[config.mk]
export PLATFORM = sky130hd
export DESIGN_NAME = button_conditioner
export DESIGN_NICKNAME = d
export VERILOG_FILES = /design/src/rtl/button_conditioner.sv
export SDC_FILE = /design/constraint.sdc
export NUM_CORES = 1
export LEC_CHECK = 0
export CAP_MARGIN = 20
export CORE_ASPECT_RATIO = 1.4
export CORE_MARGIN = 3
export CORE_UTILIZATION = 46
export DETAILED_ROUTE_END_ITERATION = 7
export HOLD_SLACK_MARGIN = 0.15
export PLACE_DENSITY_LB_ADDON = 0.15
export REMOVE_ABC_BUFFERS = 1
export SETUP_SLACK_MARGIN = 0.5
export SLEW_MARGIN = 20
export SYNTH_ARGS = -nofsm -noshare
export SYNTH_HDL_FRONTEND = slang
export SYNTH_SLANG_ARGS = --single-unit
[constraint.sdc]
create_clock -name CLK -period 3.33 [get_ports CLK]
set_input_delay 0.4995 -clock CLK [delete_from_list [all_inputs] [get_ports CLK]]
set_output_delay 0.4995 -clock CLK [all_outputs]
set_load 0.02 [all_outputs]
[src/rtl/button_conditioner.sv]
// button_conditioner
//   Push-button front end for the clock design: synchronises raw active-low
//   buttons, debounces them on a shared slow sample tick and emits one-CLK
//   press pulses for the clock core (clr, minup, secup).
//
//   Optional feature: define AUTO_REPEAT_EN to add auto-repeat pulses while a
//   button stays held. Without it there is exactly one pulse per press.
//
// Ports
//   CLK     in   1     system clock
//   RST     in   1     synchronous, active-high reset
//   nBIN    in   NBTN  raw buttons, active-low, asynchronous to CLK
//   BOUT    out  NBTN  one-CLK pulse per accepted press (and per repeat)
//   BLEVEL  out  NBTN  debounced level, 1 = pressed
module button_conditioner #(
  parameter int NBTN         = 3,
  parameter int SAMPLE_DIV   = 250000,
  parameter int STABLE_N     = 4,
  parameter int REPEAT_DELAY = 100,
  parameter int REPEAT_RATE  = 40
) (
  input  logic            CLK,
  input  logic            RST,
  input  logic [NBTN-1:0] nBIN,
  output logic [NBTN-1:0] BOUT,
  output logic [NBTN-1:0] BLEVEL
);

  localparam int DW = (SAMPLE_DIV > 1) ? $clog2(SAMPLE_DIV) : 1;
  localparam int SW = (STABLE_N > 1) ? $clog2(STABLE_N) : 1;

  logic [NBTN-1:0] s1, s2;
  logic [DW-1:0]   divcnt;
  logic            tick;
  logic [SW-1:0]   scnt [NBTN];
  logic [NBTN-1:0] press;
  logic [NBTN-1:0] fire;

  // Two-flop synchroniser; inversion makes 1 = pressed from here on.
  always_ff @(posedge CLK) begin
    if (RST) begin
      s1 <= '0;
      s2 <= '0;
    end else begin
      s1 <= ~nBIN;
      s2 <= s1;
    end
  end

  // Free-running sample divider shared by all buttons.
  assign tick = (divcnt == DW'(SAMPLE_DIV - 1));

  always_ff @(posedge CLK) begin
    if (RST)
      divcnt <= '0;
    else if (tick)
      divcnt <= '0;
    else
      divcnt <= divcnt + DW'(1);
  end

  // Debounce: level flips only after STABLE_N consecutive disagreeing ticks.
  always_ff @(posedge CLK) begin
    if (RST) begin
      BLEVEL <= '0;
      for (int unsigned i = 0; i < NBTN; i++)
        scnt[i] <= '0;
    end else if (tick) begin
      for (int unsigned i = 0; i < NBTN; i++) begin
        if (s2[i] == BLEVEL[i]) begin
          scnt[i] <= '0;
        end else if (scnt[i] == SW'(STABLE_N - 1)) begin
          BLEVEL[i] <= s2[i];
          scnt[i]   <= '0;
        end else begin
          scnt[i] <= scnt[i] + SW'(1);
        end
      end
    end
  end

  // Press decode mirrors the 0->1 update above so the registered pulse lands
  // on the same edge as the level change.
  always_comb begin
    press = '0;
    for (int unsigned i = 0; i < NBTN; i++)
      press[i] = tick && s2[i] && !BLEVEL[i] && (scnt[i] == SW'(STABLE_N - 1));
  end

`ifdef AUTO_REPEAT_EN
  localparam int RW = (REPEAT_DELAY > 1) ? $clog2(REPEAT_DELAY) : 1;

  logic [RW-1:0]   rcnt [NBTN];
  logic [NBTN-1:0] rpt;

  // rcnt reloads to DELAY-RATE after each repeat so later repeats come every
  // RATE ticks while the count never exceeds DELAY-1.
  always_ff @(posedge CLK) begin
    if (RST) begin
      for (int unsigned i = 0; i < NBTN; i++)
        rcnt[i] <= '0;
    end else begin
      for (int unsigned i = 0; i < NBTN; i++) begin
        if (!BLEVEL[i])
          rcnt[i] <= '0;
        else if (tick) begin
          if (rcnt[i] == RW'(REPEAT_DELAY - 1))
            rcnt[i] <= RW'(REPEAT_DELAY - REPEAT_RATE);
          else
            rcnt[i] <= rcnt[i] + RW'(1);
        end
      end
    end
  end

  always_comb begin
    rpt = '0;
    for (int unsigned i = 0; i < NBTN; i++)
      rpt[i] = tick && BLEVEL[i] && (rcnt[i] == RW'(REPEAT_DELAY - 1));
  end

  assign fire = press | rpt;
`else
  assign fire = press;
`endif

  always_ff @(posedge CLK) begin
    if (RST)
      BOUT <= '0;
    else
      BOUT <= fire;
  end

endmodule

==> results of run 1 <==
==> where the power goes <==
group	switching (mW)	total, mW	internal [mW]
Sequential	0.00600	0.457	0.451
Clock	0.152	0.298	0.145
Combinational	0.0134	0.0267	0.0134
==> flip-flops by register name, summed over array words and instances (netlist names) <==
| name | count |
|---|---|
| scnt | 6 |
| BLEVEL | 3 |
| s2 | 3 |
| s1 | 3 |
| divcnt | 18 |
| BOUT | 3 |
==> synth_stat cells <==
cell type,number
a21oi_1,4
a31oi_1,1
and2_1,1
and3_1,2
and4_1,1
and4bb_2,1
buf_2,2
buf_6,1
clkbuf_1,1
dfxtp_1,30
edfxtp_1,6
ha_1,4
inv_1,5
mux2i_1,1
nand2_1,6
nand3_1,10
nand4_1,6
nor2_1,22
nor2b_1,3
nor3_1,8
nor4_1,6
nor4_2,3
nor4b_2,3
o21ai_0,3
o21ba_2,1
o21bai_1,1
o21bai_2,1
or3_1,2
or3b_1,1
xnor2_1,15
xor2_1,2
==> kinds of logic after synthesis <==
logic type	Yosys count	synth area share (%)
adders and majority gates	4	3.26
muxes	1	0.651
AOI/OAI and AO/OA	11	4.56
xor gates and xnor gates	17	9.69
DFF	36	50.8
and+or+nand+nor	75	28.2
buffers and inverters	9	2.85
==> per-stage QoR <==
step / worst slack [ns] / utilization [%] / hold slack, ns / total power, mW / instance area [µm²]
3_5_place_dp: 1.05 / 52.9 / 0.424 / 0.494 / 1670
2_1_floorplan: 1.29 / - / 0.414 / 0.481 / 1510
4_1_cts: 1.04 / 55.7 / 0.441 / 0.799 / 1760
3_3_place_gp: 1.06 / 52.9 / 0.418 / 0.493 / 1670
6_report: 1.06 / 55.7 / 0.439 / 0.781 / 1760
5_1_grt: 0.845 / 55.7 / 0.457 / 0.814 / 1760
==> path summary, 6_finish.rpt <==
path | cells after the start | endpoint
max reg2reg | 5 | scnt[0][1]
max | 5 | scnt[0][1]
min | 1 | s2[2]
min reg2reg | 1 | s2[2]
==> worst register-to-register path, cell delays in order, from the launching register on <==
cell and delay, ns:
dfxtp_1 0.38, ha_1 0.22, nand3_1 0.22, or3_1 0.47
or3_1 0.53, nor4b_2 0.29
==> per-layer routing <==
metal	wire (µm)	GRT usage, %
met1	1140	18.0
met2	1350	25.5
met3	92	4.81
met4	65	9.97
met5	0	0
==> area by class of cell <==
cell class	instances	area [µm²]
Tap cell	39	48.8
Multi-Input combinational cell	108	712
Timing Repair Buffer	11	108
Clock buffer	5	68.8
Sequential cell	36	781
Fill cell	286	1400
Inverter	5	18.8
Clock inverter	3	18.8
==> impl_metrics.tcl, run 1 <==
set metrics [dict create \
    final_common_cell "dfxtp_1" \
    start_util_pct 48.7 \
    io_buffers 10 \
    clock_skew_ns 0.00903 \
    grt_usage_pct 16.0 \
    routedWlPerCell_um 12.8 \
    netlist_instances 153 \
    antenna_left 0 \
    diodes 0 \
    vias 1087 \
    end_kind "flop" \
    final_cells 207 \
    start_kind "flop" \
    path_cells "ha_1 > nand3_1 > or3_1 > or3_1 > nor4b_2" \
    final_cell_mix "dfxtp_1, nor2_1, xnor2_1" \
    path_clk_slew_ns 0.07 \
    cellLeakagePower_nw 0.549 \
    synthTopCellsByArea "dfxtp_1, edfxtp_1, xnor2_1" \
    setup_viol 0 \
    min_period_over_period_pct 68.1 \
    worstReg2RegStart "divcnt[0]" \
    hp-class "reg2reg" \
    seq_area_frac_synth_pct 50.8 \
    synthToLayoutAreaGrowth_pct 14.3 \
    critPathMaxStageDelay_ns 0.53 \
    cp-startpoint "divcnt[0]" \
    min-delay-start "s1[2]" \
    irDropWorstVdd_mv 0.297 \
    avgViaCountPerCell 5.25 \
    place_inst 199 \
    netlist.area_leader.share_pct 39.1 \
    rsz0062_at_grt "no" \
    dp_hpwl_mm 1.99 \
    cts_root_buffer "clkbuf_8" \
    grt_pass1_vias 1048 \
    yosysWarnings 0 \
    syn_area_um2 1540 \
    die_h_um 74.4 \
    worstSkewPairLatency_ns 0.29 \
    rrSetupSlack_ns 1.06 \
    critical-path-top-delay-family "simple AND/OR/NAND/NOR gates" \
    clock_sinks 36 \
    final.setup.tns_ns 0 \
    cts_setup_buffers 0 \
    timing.critical_path.mode_cell "or3_1" \
    critPathSlowestCell "or3_1" \
    antenna_found_initial 0 \
    path_class "reg2reg" \
    clk_path_buf_depth 2 \
    hold_violations 0 \
    worst_slew_pin_slew_ns 0.689 \
    wl_mm 2.65 \
    max_slew_margin_pct 53.7 \
    dieArea_um2 4080 \
    worstPathMaxFanout 9 \
    netlist.top_cell.by_area "dfxtp_1" \
    critical_path_buf_inv_count 0 \
    grt_pass1_wl_mm 4.62 \
    slew_violations 0 \
    post_synth_num_cell_types 31 \
    avgSynthCellArea_um2 10.0 \
    final_nets 176 \
    row_count 24 \
    yosys_register_bits 36 \
    cts_hold_buffers 0 \
    die_x_um 54.8 \
    gp_routability_congestion 0.843 \
    dr.pass1.iters 4 \
    grt_max_degree 15 \
    grt_remaining_overflow 0 \
    cp.arrival_ns 2.38 \
    htree_levels 2 \
    drive_gt1_share_pct 10.7 \
    core-area_um2 3150 \
    max_freq_mhz 441 \
    cp.required_ns 3.44 \
    powerDensity_nw_per_um2 445 \
    drc 0 \
    min_period_ns 2.27 \
    status "complete, no violations" \
    ios 11 \
    cts_tree "yes" \
    initialDrtViolationCount 31 \
    timing.max_cap.violations 0 \
    cts_buffers 5 \
    ctsResizeCount 0 \
]
No activity file was read; power rests on OpenSTA's default activity.
==> inputs of run 2 (changes only) <==
- clock period: 3.33 -> 2 ns (I/O delays scaled with it)
==> run 2 against run 1 <==
Net effect: register-to-register slack worse by 0.98 ns; die area unchanged; critical path type unchanged; clock skew barely moved; largest cell class is now multi-input gates; clock-buffer cell count is 1 higher; sequential share of layout area down 6.4 points.
==> impl_metrics.tcl, run 2 (synthesis gave the netlist of run 1 again) <==
set metrics [dict create \
    worst_slew_pin_slew_ns 0.566 \
    start_util_pct 48.7 \
    initialDrtViolationCount 14 \
    path_class "reg2reg" \
    start_kind "flop" \
    netSwitchingPower_mw 0.292 \
    grt_pass1_vias 1276 \
    switching_share_pct 19.7 \
    final-seq-area_um2 785 \
    dp_hpwl_mm 2.18 \
    rsz0062_at_grt "yes" \
    timing.max_cap.violations 0 \
    dpl_cell_area_um2 1790 \
    cts_buffers 5 \
    finalPower_mw 1.48 \
    clockPowerShare_pct 44.1 \
    end_kind "flop" \
    grt_pass1_wl_mm 5.43 \
    grt_util_met1_pct 19.5 \
    worstPathMaxFanout 5 \
    gr-usage-met3_pct 5.61 \
    status "complete, no violations" \
    reg_top3 "divcnt x18, scnt x6" \
    hp-class "reg2reg" \
    dr.pass1.iters 4 \
    cp.required_ns 2.12 \
    clk_path_buf_depth 2 \
    drc 0 \
    irDropWorstVdd_mv 0.575 \
    drive_gt1_share_pct 29.4 \
    regMostFlops "divcnt" \
    p_seq_share_pct 51.5 \
    wl_mm 3.19 \
    worstSkewPairLatency_ns 0.29 \
    design_area_um2 2060 \
    timing.hold.ws_ns 0.446 \
    avgViaCountPerCell 5.42 \
    htree_levels 2 \
    setup_viol 0 \
    antenna_found_initial 0 \
    cts_hold_buffers 0 \
    routedWlPerCell_um 14.1 \
    core-area_um2 3150 \
    grtUsageMet2_pct 31.3 \
    diodes 0 \
    top_usage_layer "met2" \
    vias 1224 \
    gp_routability_congestion 0.822 \
    fillers 259 \
    p_comb_share_pct 4.3 \
    die_x_um 54.8 \
    min_period_over_period_pct 95.8 \
    die_h_um 74.4 \
    cellLeakagePower_nw 0.699 \
    row_count 24 \
    cp.arrival_ns 2.03 \
    final_common_cell "dfxtp_1" \
    clock_sinks 36 \
    powerDensity_nw_per_um2 719 \
    cts_tree "yes" \
    path_clk_slew_ns 0.07 \
    clock_skew_ns 0.00912 \
    io_buffers 10 \
    final_cell_mix "dfxtp_1, nor2_1, buf_4" \
    max_freq_mhz 522 \
    grt_max_degree 17 \
    grt_usage_pct 18.7 \
    multiInputGateArea_um2 836 \
    cts_root_buffer "clkbuf_8" \
    min_period_ns 1.92 \
    p_int_mw 1.19 \
    largest_register_ffs 18 \
    slew_violations 0 \
    hold_violations 0 \
    max_slew_margin_pct 61.9 \
    grt_remaining_overflow 0 \
    place_ws_ns -0.0371 \
    antenna_left 0 \
    synthToLayoutAreaGrowth_pct 34.0 \
    dieArea_um2 4080 \
    final_nets 195 \
    ios 11 \
    fin_ws_ns 0.0839 \
]
run 2: metrics by stage:
step / TNS [ns] / std cells / util (%)
floorplan: -0.294 / 149 / -
global placement: 0 / 213 / 56.6
detailed placement: -0.0555 / 213 / 56.6
CTS: 0 / 225 / 63.1
global route: 0 / 226 / 65.3
finish: 0 / 226 / 65.3
run 2: path summary, 6_finish.rpt:
path	startpoint	to	slack [ns]	depth (start not counted)
hold / removal	s1[0]	s2[0]	0.45	1
hold reg to reg	s1[0]	s2[0]	0.45	1
setup / recovery	divcnt[8]	scnt[1][1]	0.08	4
setup reg to reg	divcnt[8]	scnt[1][1]	0.08	4
run 2: layer usage:
| metal | share of wire (%) | vias up |
|---|---|---|
| li1 | - | 612 |
| met4 | 2.7 | 0 |
| met5 | 0 | - |
| met1 | 39 | 590 |
| met3 | 2.6 | 8 |
| met2 | 56 | 14 |
run 2: area by class of cell:
cell class              instances  area share (%)
clock inverters                 2            1.64
repair buffers                 29            12.4
multi-input cells             109            40.6
inverters                       5           0.911
flip-flops and latches         36            38.1
clock buffers                   6            4.01
well taps                      39            2.37
run 2: power groups by stage:
stage / Sequential [mW] / Combinational, mW / Clock [mW]
2_1_floorplan: 0.775 / 0.0269 / 0
3_3_place_gp: 0.775 / 0.0526 / 0
3_5_place_dp: 0.776 / 0.0550 / 0
4_1_cts: 0.760 / 0.0621 / 0.676
5_1_grt: 0.764 / 0.0726 / 0.699
6_report: 0.763 / 0.0643 / 0.653
run 2: repair_timing:
action | CTS | global route
setup buffers | 3 | 1
resized for setup | 23 | 13
pin swaps | 3 | 4
setup endpoints to repair | 41 | 35
gates cloned | 1 | 0
run 2: critical path, stage by stage (launching register included):
cell and delay, ns:
dfxtp_1 0.31, or3b_4 0.39, or3_4 0.40, or3_4 0.39, nor4b_2 0.24
